<file path="config.mk">
export PLATFORM = sky130hd
export DESIGN_NAME = gray_code_counter
export DESIGN_NICKNAME = d
export VERILOG_FILES = /design/src/rtl/gray_pkg.sv /design/src/rtl/bin2gray_comb.sv /design/src/rtl/gray_to_binary.sv /design/src/rtl/gray_code_counter.sv
export SDC_FILE = /design/constraint.sdc
export NUM_CORES = 1
export LEC_CHECK = 0
export ABC_CLOCK_PERIOD_IN_PS = 4480
export BUFFER_PORTS_ARGS = -buffer_cell sky130_fd_sc_hd__clkbuf_2
export CELL_PAD_IN_SITES_DETAIL_PLACEMENT = 1
export CELL_PAD_IN_SITES_GLOBAL_PLACEMENT = 1
export CORE_MARGIN = 4
export CORE_UTILIZATION = 37
export DETAILED_ROUTE_END_ITERATION = 12
export PLACE_DENSITY = 0.76
export SLEW_MARGIN = 0
export SYNTH_ARGS = -nofsm -noshare
export SYNTH_HDL_FRONTEND = slang
export SYNTH_SLANG_ARGS = --single-unit
</file>
<file path="constraint.sdc">
create_clock -name clk -period 4.48 [get_ports clk]
set_input_delay 0.896 -clock clk [delete_from_list [all_inputs] [get_ports clk]]
set_output_delay 0.896 -clock clk [all_outputs]
set_load 0.05 [all_outputs]
</file>
<file path="src/rtl/gray_pkg.sv">
// Shared helpers for the Gray-code datapath: width limits and the
// binary<->Gray conversion functions used by the encoder and decoder.
package gray_pkg;

  // Narrowest counter that still gives a meaningful Gray sequence.
  localparam int GRAY_W_MIN = 2;
  // Widest value the conversion helpers operate on; callers zero-extend.
  localparam int GRAY_W_MAX = 32;

  // Binary to Gray; upper bits must be zero for narrower callers.
  function automatic logic [GRAY_W_MAX-1:0] bin2gray(input logic [GRAY_W_MAX-1:0] b);
    return b ^ (b >> 1);
  endfunction

  // Gray to binary by prefix XOR from the MSB; zero upper bits are harmless.
  function automatic logic [GRAY_W_MAX-1:0] gray2bin(input logic [GRAY_W_MAX-1:0] g);
    logic [GRAY_W_MAX-1:0] b;
    b[GRAY_W_MAX-1] = g[GRAY_W_MAX-1];
    for (int i = GRAY_W_MAX - 2; i >= 0; i--) begin
      b[i] = b[i+1] ^ g[i];
    end
    return b;
  endfunction

endpackage

</file>
<file path="src/rtl/bin2gray_comb.sv">
// Combinational binary-to-Gray encoder of parameterised width.
module bin2gray_comb
  import gray_pkg::*;
#(
  parameter int WIDTH = 4
) (
  input  logic [WIDTH-1:0] bin,
  output logic [WIDTH-1:0] gray
);

  // Encode via the shared package helper, truncated back to WIDTH.
  always_comb begin
    gray = WIDTH'(bin2gray(GRAY_W_MAX'(bin)));
  end

endmodule

</file>
<file path="src/rtl/gray_to_binary.sv">
// Combinational Gray-to-binary decoder: each binary bit is the XOR of
// all Gray bits at or above its position.
module gray_to_binary #(
  parameter int WIDTH = 4
) (
  input  logic [WIDTH-1:0] gray,
  output logic [WIDTH-1:0] bin
);

  // One prefix-XOR reduction per output bit keeps the logic loop-free.
  for (genvar gi = 0; gi < WIDTH; gi++) begin : g_bit
    assign bin[gi] = ^gray[WIDTH-1:gi];
  end

endmodule

</file>
<file path="src/rtl/gray_code_counter.sv">
// Binary up/down counter with registered Gray-code output, end flags and
// a one-cycle wrap pulse. Optional integrity checker enabled by the
// GRAY_CHECK_EN macro, which adds a sticky err output.
module gray_code_counter
  import gray_pkg::*;
#(
  parameter int WIDTH    = 4,
  parameter bit SATURATE = 1'b0
) (
  input  logic             clk,
  input  logic             rst_n,
  input  logic             en,
  input  logic             up,
  input  logic             load,
  input  logic [WIDTH-1:0] load_bin,
  output logic [WIDTH-1:0] bin_out,
  output logic [WIDTH-1:0] gray_out,
  output logic             at_max,
  output logic             at_min,
  output logic             wrap
`ifdef GRAY_CHECK_EN
  ,
  output logic             err
`endif
);

  localparam logic [WIDTH-1:0] MAX_VAL = '1;
  localparam logic [WIDTH-1:0] ONE     = WIDTH'(1);

  logic [WIDTH-1:0] bin_reg, bin_next;
  logic [WIDTH-1:0] gray_reg, gray_next;
  logic             at_max_reg, at_min_reg, wrap_reg, wrap_next;

  // Next count: load beats enable; ends either wrap (with a pulse) or hold.
  always_comb begin
    bin_next  = bin_reg;
    wrap_next = 1'b0;
    if (load) begin
      bin_next = load_bin;
    end else if (en) begin
      if (up) begin
        if (bin_reg == MAX_VAL) begin
          if (!SATURATE) begin
            bin_next  = '0;
            wrap_next = 1'b1;
          end
        end else begin
          bin_next = bin_reg + ONE;
        end
      end else begin
        if (bin_reg == '0) begin
          if (!SATURATE) begin
            bin_next  = MAX_VAL;
            wrap_next = 1'b1;
          end
        end else begin
          bin_next = bin_reg - ONE;
        end
      end
    end
  end

  bin2gray_comb #(.WIDTH(WIDTH)) u_enc (
    .bin  (bin_next),
    .gray (gray_next)
  );

  // All outputs register together from bin_next so they stay coherent.
  always_ff @(posedge clk) begin
    if (!rst_n) begin
      bin_reg    <= '0;
      gray_reg   <= '0;
      at_max_reg <= 1'b0;
      at_min_reg <= 1'b1;
      wrap_reg   <= 1'b0;
    end else begin
      bin_reg    <= bin_next;
      gray_reg   <= gray_next;
      at_max_reg <= (bin_next == MAX_VAL);
      at_min_reg <= (bin_next == '0);
      wrap_reg   <= wrap_next;
    end
  end

  assign bin_out  = bin_reg;
  assign gray_out = gray_reg;
  assign at_max   = at_max_reg;
  assign at_min   = at_min_reg;
  assign wrap     = wrap_reg;

`ifdef GRAY_CHECK_EN
  logic [WIDTH-1:0] dec_bin;
  logic [WIDTH-1:0] gray_diff;
  logic             multi_bit;
  logic             err_reg;

  gray_to_binary #(.WIDTH(WIDTH)) u_dec (
    .gray (gray_reg),
    .bin  (dec_bin)
  );

  // More than one bit set in the step difference: x & (x-1) clears the lowest.
  always_comb begin
    gray_diff = gray_next ^ gray_reg;
    multi_bit = |(gray_diff & (gray_diff - ONE));
  end

  // Sticky error: decode disagrees with count, or a counted step is not single-bit.
  always_ff @(posedge clk) begin
    if (!rst_n) begin
      err_reg <= 1'b0;
    end else if ((dec_bin != bin_reg) || (!load && multi_bit)) begin
      err_reg <= 1'b1;
    end
  end

  assign err = err_reg;
`endif

endmodule

</file>
Word-level counts from Yosys, hierarchy flattened. Cells that the tools add are included.

Register bits: 11. Logic and storage cells: 23.

Add/sub/neg operators: 2. Equality and inequality tests: 2. Multiplexer cells: 8. Bitwise operators: 3. Reduce and logical (&&, ||, !) cells: 3.

Operator list (number): 4-bit 2-to-1 mux (5); 4-bit == test, second input constant (2); 4-bit logical NOT (2); 4-bit by 1-bit adder with 4-bit output, second input constant (1); 4-bit by 1-bit subtractor with 4-bit output, second input constant (1); 4-bit by 3-bit bitwise XOR with 4-bit output (1); 1-bit 2-to-1 mux (3); 3-bit OR reduction (1); 1-bit inverter (2).

Logic depth before layout (Yosys ltp). Gate-level depths: netlist of the first run.

Word-level depth: 6. Depth in mapped cells: 8. Mapped depth without buffers: 8.

Cells and area by module. Synthesis of the first run repeated with hierarchy kept, for this count alone.

Cells, all modules: 63. Area, all modules: 574.3 um^2.

Modules (own cells, without submodules): gray_code_counter (cells an instance 59, sequential area each 220.2 um^2, area an instance 540.5 um^2, times used 1); bin2gray_comb (cells an instance 4, sequential area each 0.0 um^2, area an instance 33.8 um^2, times used 1).

Worst setup path after synthesis of the first run. OpenSTA, ideal clock, no wires.

Path kind: register to register. Start: register bin_reg[0] (netlist: bin_out[0]). End: register gray_reg[2] (netlist: gray_out[2]). Slack: 2.241 ns. Library setup time: 0.115 ns. Data arrival time: 2.124 ns. Buffers on the path: 0. Clock period less this slack: 2.239 ns. Data required time: 4.365 ns. Cell stages (with the launch flop): 8. Path through: dfxtp_1 -> inv_1 -> ha_1 -> or4b_4 -> o211ai_1 -> a221o_2 -> ha_1 -> and2_1.

Word-level cells in the longest chain between the ends: 6.

RTL lines: from (decl) (line gray_code_counter.sv:30) `logic [WIDTH-1:0] bin_reg, bin_next;`; from (signal assigned) (line gray_code_counter.sv:77) `bin_reg <= bin_next;`; 4-bit by 1-bit subtractor with 4-bit output, or another cell as far along (line gray_code_counter.sv:57) `bin_next = bin_reg - ONE;`; 4-bit 2-to-1 mux, on equally long branches (line gray_code_counter.sv:51, gray_code_counter.sv:42); 4-bit 2-to-1 mux * (line gray_code_counter.sv:41) `if (up) begin`; 4-bit 2-to-1 mux * (line gray_code_counter.sv:40) `end else if (en) begin`; 4-bit 2-to-1 mux * (line gray_code_counter.sv:38) `if (load) begin`; 4-bit by 3-bit bitwise XOR with 4-bit output * (line gray_pkg.sv:12) `return b ^ (b >> 1);`; net gray_next[2] (line gray_code_counter.sv:31) `logic [WIDTH-1:0] gray_reg, gray_next;`; to (signal assigned) (line gray_code_counter.sv:78) `gray_reg <= gray_next;`; to (decl) (line gray_code_counter.sv:31).

The timed path passes the listed nets; every way through them passes the cells marked *. A chain may end at the register's enable or synchronous reset.

Final worst setup path of the first run.
Start: input up. End: register gray_reg[0] (netlist: gray_out[0]).

Word-level cells in the longest chain between the ends: 4.

RTL lines: from (decl) (line gray_code_counter.sv:13) `input logic up,`; 4-bit 2-to-1 mux (line gray_code_counter.sv:41); 4-bit 2-to-1 mux (line gray_code_counter.sv:40); 4-bit 2-to-1 mux (line gray_code_counter.sv:38); 4-bit by 3-bit bitwise XOR with 4-bit output (line gray_pkg.sv:12); net gray_next[0] (line gray_code_counter.sv:31).

The timed path passes the listed nets, and every way through them passes these cells.

==> results of run 1 <==
[cell families after synthesis]
logic type	count (synthesis)	share of synthesized area [%]
xor+xnor	3	4.606
mux	2	3.728
flops	10	35.09
buf+inv	8	6.361
compound gates	13	21.27
simple gates	19	20.17
fa+ha+maj	4	8.772
[synth_stat cells]
| cell | n |
|---|---|
| dfxtp_1 | 10 |
| and2_1 | 7 |
| inv_1 | 5 |
| ha_1 | 4 |
| nand2_1 | 4 |
| a21oi_1 | 3 |
| buf_2 | 2 |
| nand4_1 | 2 |
| xnor2_1 | 2 |
| a211oi_1 | 1 |
| a21oi_2 | 1 |
| a221o_2 | 1 |
| a311oi_1 | 1 |
| and3_1 | 1 |
| buf_4 | 1 |
| mux2_2 | 1 |
| mux2i_1 | 1 |
| nor2_1 | 1 |
| nor3_1 | 1 |
| nor3b_1 | 1 |
| o211ai_1 | 1 |
| o21ai_0 | 1 |
| o21ai_1 | 1 |
| o21ba_2 | 1 |
| o311ai_4 | 1 |
| o41ai_2 | 1 |
| or4_1 | 1 |
| or4b_4 | 1 |
| xor2_1 | 1 |
[worst min-delay path by stage]
| stage | start | endpoint | slack, ns |
|---|---|---|---|
| finish | bin_out[2] | wrap | 0.58 |
| global route | bin_out[2] | wrap | 0.63 |
| CTS | bin_out[2] | wrap | 0.59 |
| detailed placement | bin_out[2] | wrap | 0.58 |
| global placement | bin_out[2] | wrap | 0.58 |
| floorplan | bin_out[2] | wrap | 0.77 |
[layer usage]
metal,part of all wire [%],vias up,track usage (%)
li1,-,249,-
met1,46,228,16.17
met2,47,13,21.39
met3,6.7,0,7.280
met4,0,0,3.315
met5,0,-,0
[cell usage in the layout, fill, tap and decap left out, types with 2 or more instances in the layout]
cell type  synthesis  routed
inv_1              5       5
nand2_1            4       4
a21oi_1            3       3
ha_1               4       4
dfxtp_1           10      10
xnor2_1            2       2
nand4_1            2       2
clkbuf_4           0       3
clkbuf_2           0      19
and2_1             7       7
[area by class of cell]
cell class / count / share of cell area [%]
timing repair buffer: 19 / 13.52
clock buffer: 4 / 5.160
sequential: 10 / 28.47
tap: 15 / 2.669
inverter: 5 / 2.669
multi-input combinational: 41 / 47.51
[through the flow]
step | hold slack (ns) | setup slack (ns) | util [%] | instances
floorplan | 0.7711 | 2.241 | - | 59
global placement | 0.5814 | 2.100 | 48.24 | 90
detailed placement | 0.5843 | 2.051 | 48.24 | 90
CTS | 0.5919 | 2.336 | 50.86 | 94
global route | 0.6260 | 2.282 | 50.86 | 94
finish | 0.5778 | 2.332 | 50.86 | 94
[critical path, stage by stage]
cell and delay [ns]:
clkbuf_2 0.14, or4b_4 0.51, nand2_1 0.08, a311oi_1 0.10, a21oi_2 0.18, ha_1 0.25, and2_1 0.15
[power groups by stage]
stage	clock, mW	combinational, mW	sequential, mW
finish	0.0811	0.0855	0.103
CTS	0.0835	0.0866	0.103
floorplan	0	0.0393	0.132
detailed placement	0	0.0862	0.105
global placement	0	0.0848	0.105
global route	0.0903	0.0923	0.104
==> run metrics, run 1 <==
run status finished, final reports clean; Sink Count 10; Sw Pwr 95.71 uW; Total GRT Usage 13.59%; vias in the first global route 453; Multi-input gate area 334.1 um^2; Site Rows 13; Largest register FFs 4; number of max-cap violations 0; initial antenna violation count 0; Synth Area per Inst 9.670 um^2; Worst setup EP type flip-flop; number of hold buffers added after CTS 0; worst flop-to-flop path startpoint bin_out[0]; CP Capture Point gray_out[0]; PortBufs 19; HPWL Detailed 1014 um; R2R setup slack 2.45 ns; GRT Residual Overflow 0; Post-Syn Instances 59; Pwr Density 383.7 nW/um^2; area post-placement 666.9 um^2; area leader, netlist dfxtp_1; R2R depth 7; Seq/Total Area, Yosys 35.09%; Yosys cell types 29; share of the synthesized area in the top cell type 35.09%; Int Power 174.1 uW; total power 269.8 uW; switching share of power 35.47%; Die Y 47.27 um; vias per inst 5.213; hold path cells 2; die area 2234 um^2; Layout Area Growth over Synthesis 23.25%; drt pass-1 iters 2; Post-route DRC 0; GP Congestion 0.7173; clock skew 0.004356 ns; VDD IR-drop max 0.0001724 V; register area 200.2 um^2; HP Class flip-flop to flip-flop; startpoint types input port; Max Slew Vio Count 0; Root Driver clkbuf_4; worst skew pair latency 0.27 ns; Post-Syn Area 570.5 um^2; first-pass GRT wire length 2056 um; fraction of layout cells with a size suffix above 1 37.97%; Seq cells post-synth 10; Slew HR 74.12%; CP Data Required Time 4.65 ns; largest net degree at the start of global routing 12; Comb pwr share 31.7%; Placeable Area 1383 um^2; width of the die 47.27 um; First DRT Iteration DRCs 3; Worst Path Max Fanout 6; RR Endpoint gray_out[2]; H-tree Lvls 1; Worst Max-Slew Pin Slew 0.3857 ns; Final setup viols 0; fill count 173; number of I/O pins 20; crit path from up; critical path type input port to flip-flop; CTS Buffer Depth 2; max frequency 0.4654 GHz; Clk pwr share 30.1%; post-CTS resize count 0; Post-Syn Nets 72; Final Critical Period 2.148 ns; Design Area, Final 703.2 um^2; Tcrit/Tclk final 47.96%; routed len/inst 13.41 um; sum of negative setup slack 0 ns; top post-synthesis cells by area dfxtp_1, ha_1, and2_1; Pleak 0.3274 nW; fin nets 93; CP arrival 2.31 ns; Flop pwr share 38.2%; post-route ant nets 0; CTS tree done; n_diodes 0; Clk pin slew, worst setup/hold paths 0.07 ns; Fin. Hold Viols 0; total CTS buffers 3; Initial Utilization 41.27%; postcts setup bufs 0; RSZ-0062 raised after global routing false; vias 490; drt total wl 1261 um; Syn. warnings 0
(Power assumes the default switching activity.)
==> inputs of run 2 (changes only) <==
ABC_CLOCK_PERIOD_IN_PS = 1800   (was 4480)
CORE_ASPECT_RATIO = 0.75   (was not set)
CORE_UTILIZATION = 31   (was 37)
PLACE_DENSITY = 0.67   (was 0.76)
clock period = 1.8 ns   (was 4.48 ns; I/O delays follow)
==> run metrics, run 2 (same netlist as run 1, synthesis figures left out) <==
largest net degree at the start of global routing 11 (-1); PortBufs 19 (unchanged); Clk pin slew, worst setup/hold paths 0.06 ns (about the same); post-route ant nets 0 (unchanged); critical path type flip-flop to flip-flop; max frequency 0.5468 GHz; Final Critical Period 1.829 ns; Pleak 0.3765 nW (+15%); routed len/inst 14.04 um (+4.6%); HP Class input port to flip-flop; Largest register FFs 4 (unchanged); Slew HR 77.59% (+3.5 points); Max Slew Vio Count 0 (unchanged); final worst slack -0.02867 ns (-2.360 ns); run status finished with violations; GRT Residual Overflow 0 (unchanged); startpoint types flip-flop; CTS tree done; number of max-cap violations 0 (unchanged); fin nets 103 (+11%); initial antenna violation count 0 (unchanged); Total GRT Usage 13.34% (-0.25 points); vias 527 (+7.6%); H-tree Lvls 1 (unchanged); VDD IR-drop max 0.0003082 V (+79%); CP Data Required Time 1.96 ns (-2.69 ns); Worst setup EP type flip-flop; fraction of layout cells with a size suffix above 1 53.93% (+16 points); most frequent cells in the layout clkbuf_2, buf_4, and2_1; Worst Max-Slew Pin Slew 0.3354 ns (-0.05023 ns); number of I/O pins 20 (unchanged); CP arrival 1.99 ns (-0.32 ns); first-pass GRT wire length 2608 um (+27%); failing checks negative setup slack; drt total wl 1558 um (+24%); RSZ-0062 raised after global routing true; First DRT Iteration DRCs 2 (-1); HPWL Detailed 1231 um (+21%); Inst Count DP 106 (+18%); drt pass-1 iters 2 (unchanged); Fin. Hold Viols 0 (unchanged); Placeable Area 1740 um^2 (+26%); non-filler cells, final 111 (+18%); die area 2598 um^2 (+16%); Layout Area Growth over Synthesis 43.64%; vias per inst 4.748 (-8.9%); Sink Count 10 (unchanged); Tcrit/Tclk final 101.6%; vias in the first global route 575 (+27%); n_diodes 0 (unchanged); Final setup viols 2 (+2); CTS Buffer Depth 2 (unchanged); GP Congestion 0.8053 (+12%); Worst Path Max Fanout 5 (-1); Post-route DRC 0 (unchanged); total power 672.0 uW (+150%); Pwr Density 820.0 nW/um^2 (+110%); total CTS buffers 3 (unchanged); Initial Utilization 32.78% (-8.5 points); commonest non-fill, non-tap cell in the layout clkbuf_2; worst skew pair latency 0.26 ns (about the same); Die Y 45.16 um (-4.5%); width of the die 57.54 um (+22%); Root Driver clkbuf_4; clock skew 0.001129 ns (-0.003228 ns); Site Rows 13 (unchanged); fill count 214 (+24%)
## run 2: report_power, final
group	internal, mW	switching (mW)	total, mW	leakage (nW)
Sequential	0.241	0.0166	0.258	0.0849
Clock	0.0802	0.0784	0.159	0.0154
Combinational	0.0980	0.157	0.255	0.276
## run 2: layer usage
layer / GRT usage (%) / up-vias / share of wire [%]
met2: 21.85 / 12 / 46
met3: 4.286 / 2 / 4.1
met1: 17.32 / 244 / 50
met5: 0 / - / 0
met4: 2.778 / 0 / 0.58
li1: - / 269 / -
## run 2: area by class of cell
type                    instances  area, um^2  share of cell area (%)
clock inverters                 1       3.754                  0.4580
multi-input cells              41       355.3                   43.36
inverters                       5       23.77                   2.901
flip-flops and latches         10       212.7                   25.95
clock buffers                   3       22.52                   2.748
repair buffers                 29       173.9                   21.22
well taps                      22       27.53                   3.359
## run 2: final timing paths
path,end,depth (start not counted),slack [ns],startpoint
worst max-delay path,gray_out[0],8,-0.03,bin_out[0]
worst min-delay path,at_min,2,0.35,rst_n
worst max register to register,gray_out[0],8,-0.03,bin_out[0]
worst min register to register,wrap,2,0.62,bin_out[2]
## run 2: per-stage QoR
stage          hold WS, ns  setup TNS, ns  cell area (um^2)  worst slack [ns]  utilization (%)
6_report            0.3519       -0.03693             819.5          -0.02867            47.09
3_3_place_gp        0.5865       -0.03012             779.5          -0.03012            44.79
4_1_cts             0.3518      -0.007945             820.8         -0.007945            47.16
5_1_grt             0.3514        -0.2164             819.5           -0.1058            47.09
2_1_floorplan       0.4157       -0.09163             606.8          -0.05391                -
3_5_place_dp        0.5989       -0.02641             779.5          -0.02062            44.79
## run 2: critical path: stages (launching register included)
cell and delay, ns:
dfxtp_4 0.37, inv_4 0.07, ha_4 0.11, or4b_4 0.47
nand2_2 0.09, a311oi_2 0.09, a21oi_2 0.14, ha_1 0.24
and2_1 0.13
## run 2: repair_timing
action | CTS | global route
hold buffers | 0 | 0
pin swaps | 2 | 0
endpoints found under the setup margin | 2 | 4
gates resized for setup | 0 | 2
buffers inserted | 2 | 0
==> inputs of run 3 (changes only) <==
ABC_CLOCK_PERIOD_IN_PS = 1700   (was 1800)
CORE_ASPECT_RATIO = not set   (was 0.75)
CORE_UTILIZATION = 34   (was 31)
MAX_ROUTING_LAYER = met4   (was not set)
PLACE_DENSITY = 0.71   (was 0.67)
SYNTH_HIERARCHICAL = 1   (was not set)
clock period = 1.7 ns   (was 1.8 ns; I/O delays follow)
==> run metrics, run 3 <==
Post-Syn Nets 74 (+2.8%); startpoint types flip-flop; commonest non-fill, non-tap cell in the layout clkbuf_2; Sink Count 11 (+1); fill count 185 (-14%); Clk pin slew, worst setup/hold paths 0.08 ns (+0.02 ns); Die Y 49.10 um (+8.7%); CTS Buffer Depth 2 (unchanged); Placeable Area 1559 um^2 (-10%); Syn. warnings 6 (+6); Final Critical Period 1.830 ns (+0.0009932 ns); sum of negative setup slack -0.2613 ns (-0.2243 ns); Final setup viols 4 (+2); H-tree Lvls 1 (unchanged); fraction of layout cells with a size suffix above 1 56.84% (+2.9 points); Post-Syn Instances 63 (+6.8%); Post-synth ARST share 0% (unchanged); Synth Area per Inst 9.116 um^2 (-5.7%); total CTS buffers 3 (unchanged); post-route ant nets 0 (unchanged); Total GRT Usage 15.25% (+1.9 points); max frequency 0.5465 GHz (about the same); most frequent cells in the layout clkbuf_2, buf_4, and2_1, dfxtp_1; drt pass-1 iters 3 (+1); Final Hold Slack 0.3417 ns (-0.01024 ns); number of max-cap violations 0 (unchanged); number of synthesized flops with an enable pin 0 (unchanged); final worst slack -0.1297 ns (-0.1010 ns); Layout Area Growth over Synthesis 54.03%; critical path type flip-flop to flip-flop; Flop pwr share 39.0% (+0.6 points); switching share of power 37.93% (+0.37 points); CP arrival 2.05 ns (+0.06 ns); drt total wl 1694 um (+8.7%); number of I/O pins 20 (unchanged); Int Power 479.0 uW (+14%); Post-Syn Area 574.3 um^2 (+0.66%); largest stage delay on the critical path 0.47 ns (about the same); Pwr Density 872.4 nW/um^2 (+6.4%); largest net degree at the start of global routing 11 (unchanged); GP Congestion 0.7610 (-5.5%); RSZ-0062 raised after global routing true; Tcrit/Tclk final 107.6% (+6.0 points); Site Rows 14 (+1); CTS tree done; Worst Max-Slew Pin Slew 0.3290 ns (-0.006411 ns); Post-route DRC 0 (unchanged); Design Area, Final 884.6 um^2 (+7.9%); clock skew 0.006144 ns (+0.005015 ns); worst skew pair latency 0.28 ns (+0.02 ns); Max Slew Vio Count 0 (unchanged); Slew HR 78.06% (+0.48 points); HP Class input port to flip-flop; Buf/Inv on CP 2 (+1); failing checks negative setup slack; GRT Residual Overflow 0 (unchanged); HPWL Detailed 1237 um (+0.46%); Worst Path Max Fanout 5 (unchanged); routed len/inst 15.26 um (+8.7%); initial antenna violation count 0 (unchanged); total power 771.7 uW (+15%); most instantiated cells after synthesis dfxtp_1, and2_1, inv_1, nand2_1; die area 2411 um^2 (-7.2%); ys flop type dfxtp_1; CP Data Required Time 1.92 ns (-0.04 ns); Clk pwr share 24.2% (+0.6 points); width of the die 49.10 um (-15%); Critical Path, Cell by Cell inv_4, ha_4, or4b_4, nand2_2, a311oi_1, a21oi_2, buf_4, and4_1; Pleak 0.4098 nW (+8.8%); Worst setup EP type flip-flop; fin nets 107 (+3.9%); First DRT Iteration DRCs 7 (+5); n_diodes 0 (unchanged); Initial Utilization 36.84% (+4.1 points); PortBufs 19 (unchanged); share of the synthesized area in the top cell type 38.34% (+3.3 points); Root Driver clkbuf_4; first-pass GRT wire length 2684 um (+2.9%); Sw Pwr 292.7 uW (+16%); VDD IR-drop max 0.0004342 V (+41%); top post-synthesis cells by area dfxtp_1, and2_1, xor2_1; Seq/Total Area, Yosys 38.34% (+3.3 points); Seq cells post-synth 11 (+1); area post-placement 788.3 um^2 (+1.1%); vias per inst 5.135 (+8.2%); count leader, synth dfxtp_1; Crit-path slowest cell or4b_4; vias 570 (+8.2%); vias in the first global route 555 (-3.5%); critical path's top delay family simple AND/OR/NAND/NOR gates; Yosys cell types 30 (+3.4%); Comb pwr share 36.8% (-1.2 points); Fin. Hold Viols 0 (unchanged); area leader, netlist dfxtp_1; run status finished with violations
-- run 3: cell types whose count changed in the layout (fill, tap and decap cells not counted), moves of 2 or more --
cell     change
a21oi_1      -2
buf_4        +3
ha_1         -3
nor2_1       +2
xor2_1       +2
-- run 3: power groups by stage --
stage                     registers (mW)  logic, mW  clock network, mW
after global routing               0.305      0.304              0.211
after floorplan                    0.381      0.101                  0
after global placement             0.305      0.246                  0
after detailed placement           0.308      0.253                  0
after CTS                          0.302      0.271              0.190
final                              0.301      0.284              0.187
-- run 3: worst paths after layout --
kind / start / slack [ns] / end / depth (start not counted)
worst max-delay path: bin_out[0] / -0.13 / at_max / 8
worst min-delay path: rst_n / 0.34 / at_min / 2
worst max register to register: bin_out[0] / -0.13 / at_max / 8
worst min register to register: bin_out[3] / 0.61 / wrap / 2
-- run 3: per-stage QoR --
stage | setup slack [ns] | cells | utilization [%]
6_report | -0.1297 | 111 | 56.74
5_1_grt | -0.1827 | 111 | 56.74
4_1_cts | -0.07557 | 110 | 54.74
3_5_place_dp | -0.07404 | 104 | 50.56
3_3_place_gp | -0.007886 | 104 | 50.56
2_1_floorplan | -0.01758 | 63 | -
-- run 3: final cells by class --
class / count / area [um^2] / area share (%)
clock buffers: 3 / 22.52 / 2.546
clock inverters: 1 / 5.005 / 0.5658
inverters: 6 / 25.02 / 2.829
multi-input cells: 43 / 396.6 / 44.84
flip-flops and latches: 11 / 230.2 / 26.03
well taps: 16 / 20.02 / 2.263
repair buffers: 31 / 185.2 / 20.93
-- run 3: cell families after synthesis --
| family | after synthesis | synth area share (%) |
|---|---|---|
| adder cells (fa/ha/maj) | 2 | 4.357 |
| AND/OR/NAND/NOR | 22 | 22.44 |
| buffers and inverters | 9 | 6.970 |
| flip-flops | 11 | 38.34 |
| AO/OA/AOI/OAI | 13 | 18.30 |
| multiplexers | 2 | 3.486 |
| XOR/XNOR | 4 | 6.101 |
-- run 3: metal layers --
layer	wire length [um]	global-route usage [%]
met5	0	-
met4	17	5.687
met3	49	2.752
met2	914	26.56
met1	713	17.16
-- run 3: what timing repair did --
action / 4_1_cts / 5_1_grt
gates resized for setup: 3 / 4
pin swaps: 6 / 4
hold buffers: 0 / 0
buffers inserted: 2 / 1
endpoints found under the hold margin: 0 / 0
setup endpoints to repair: 7 / 8
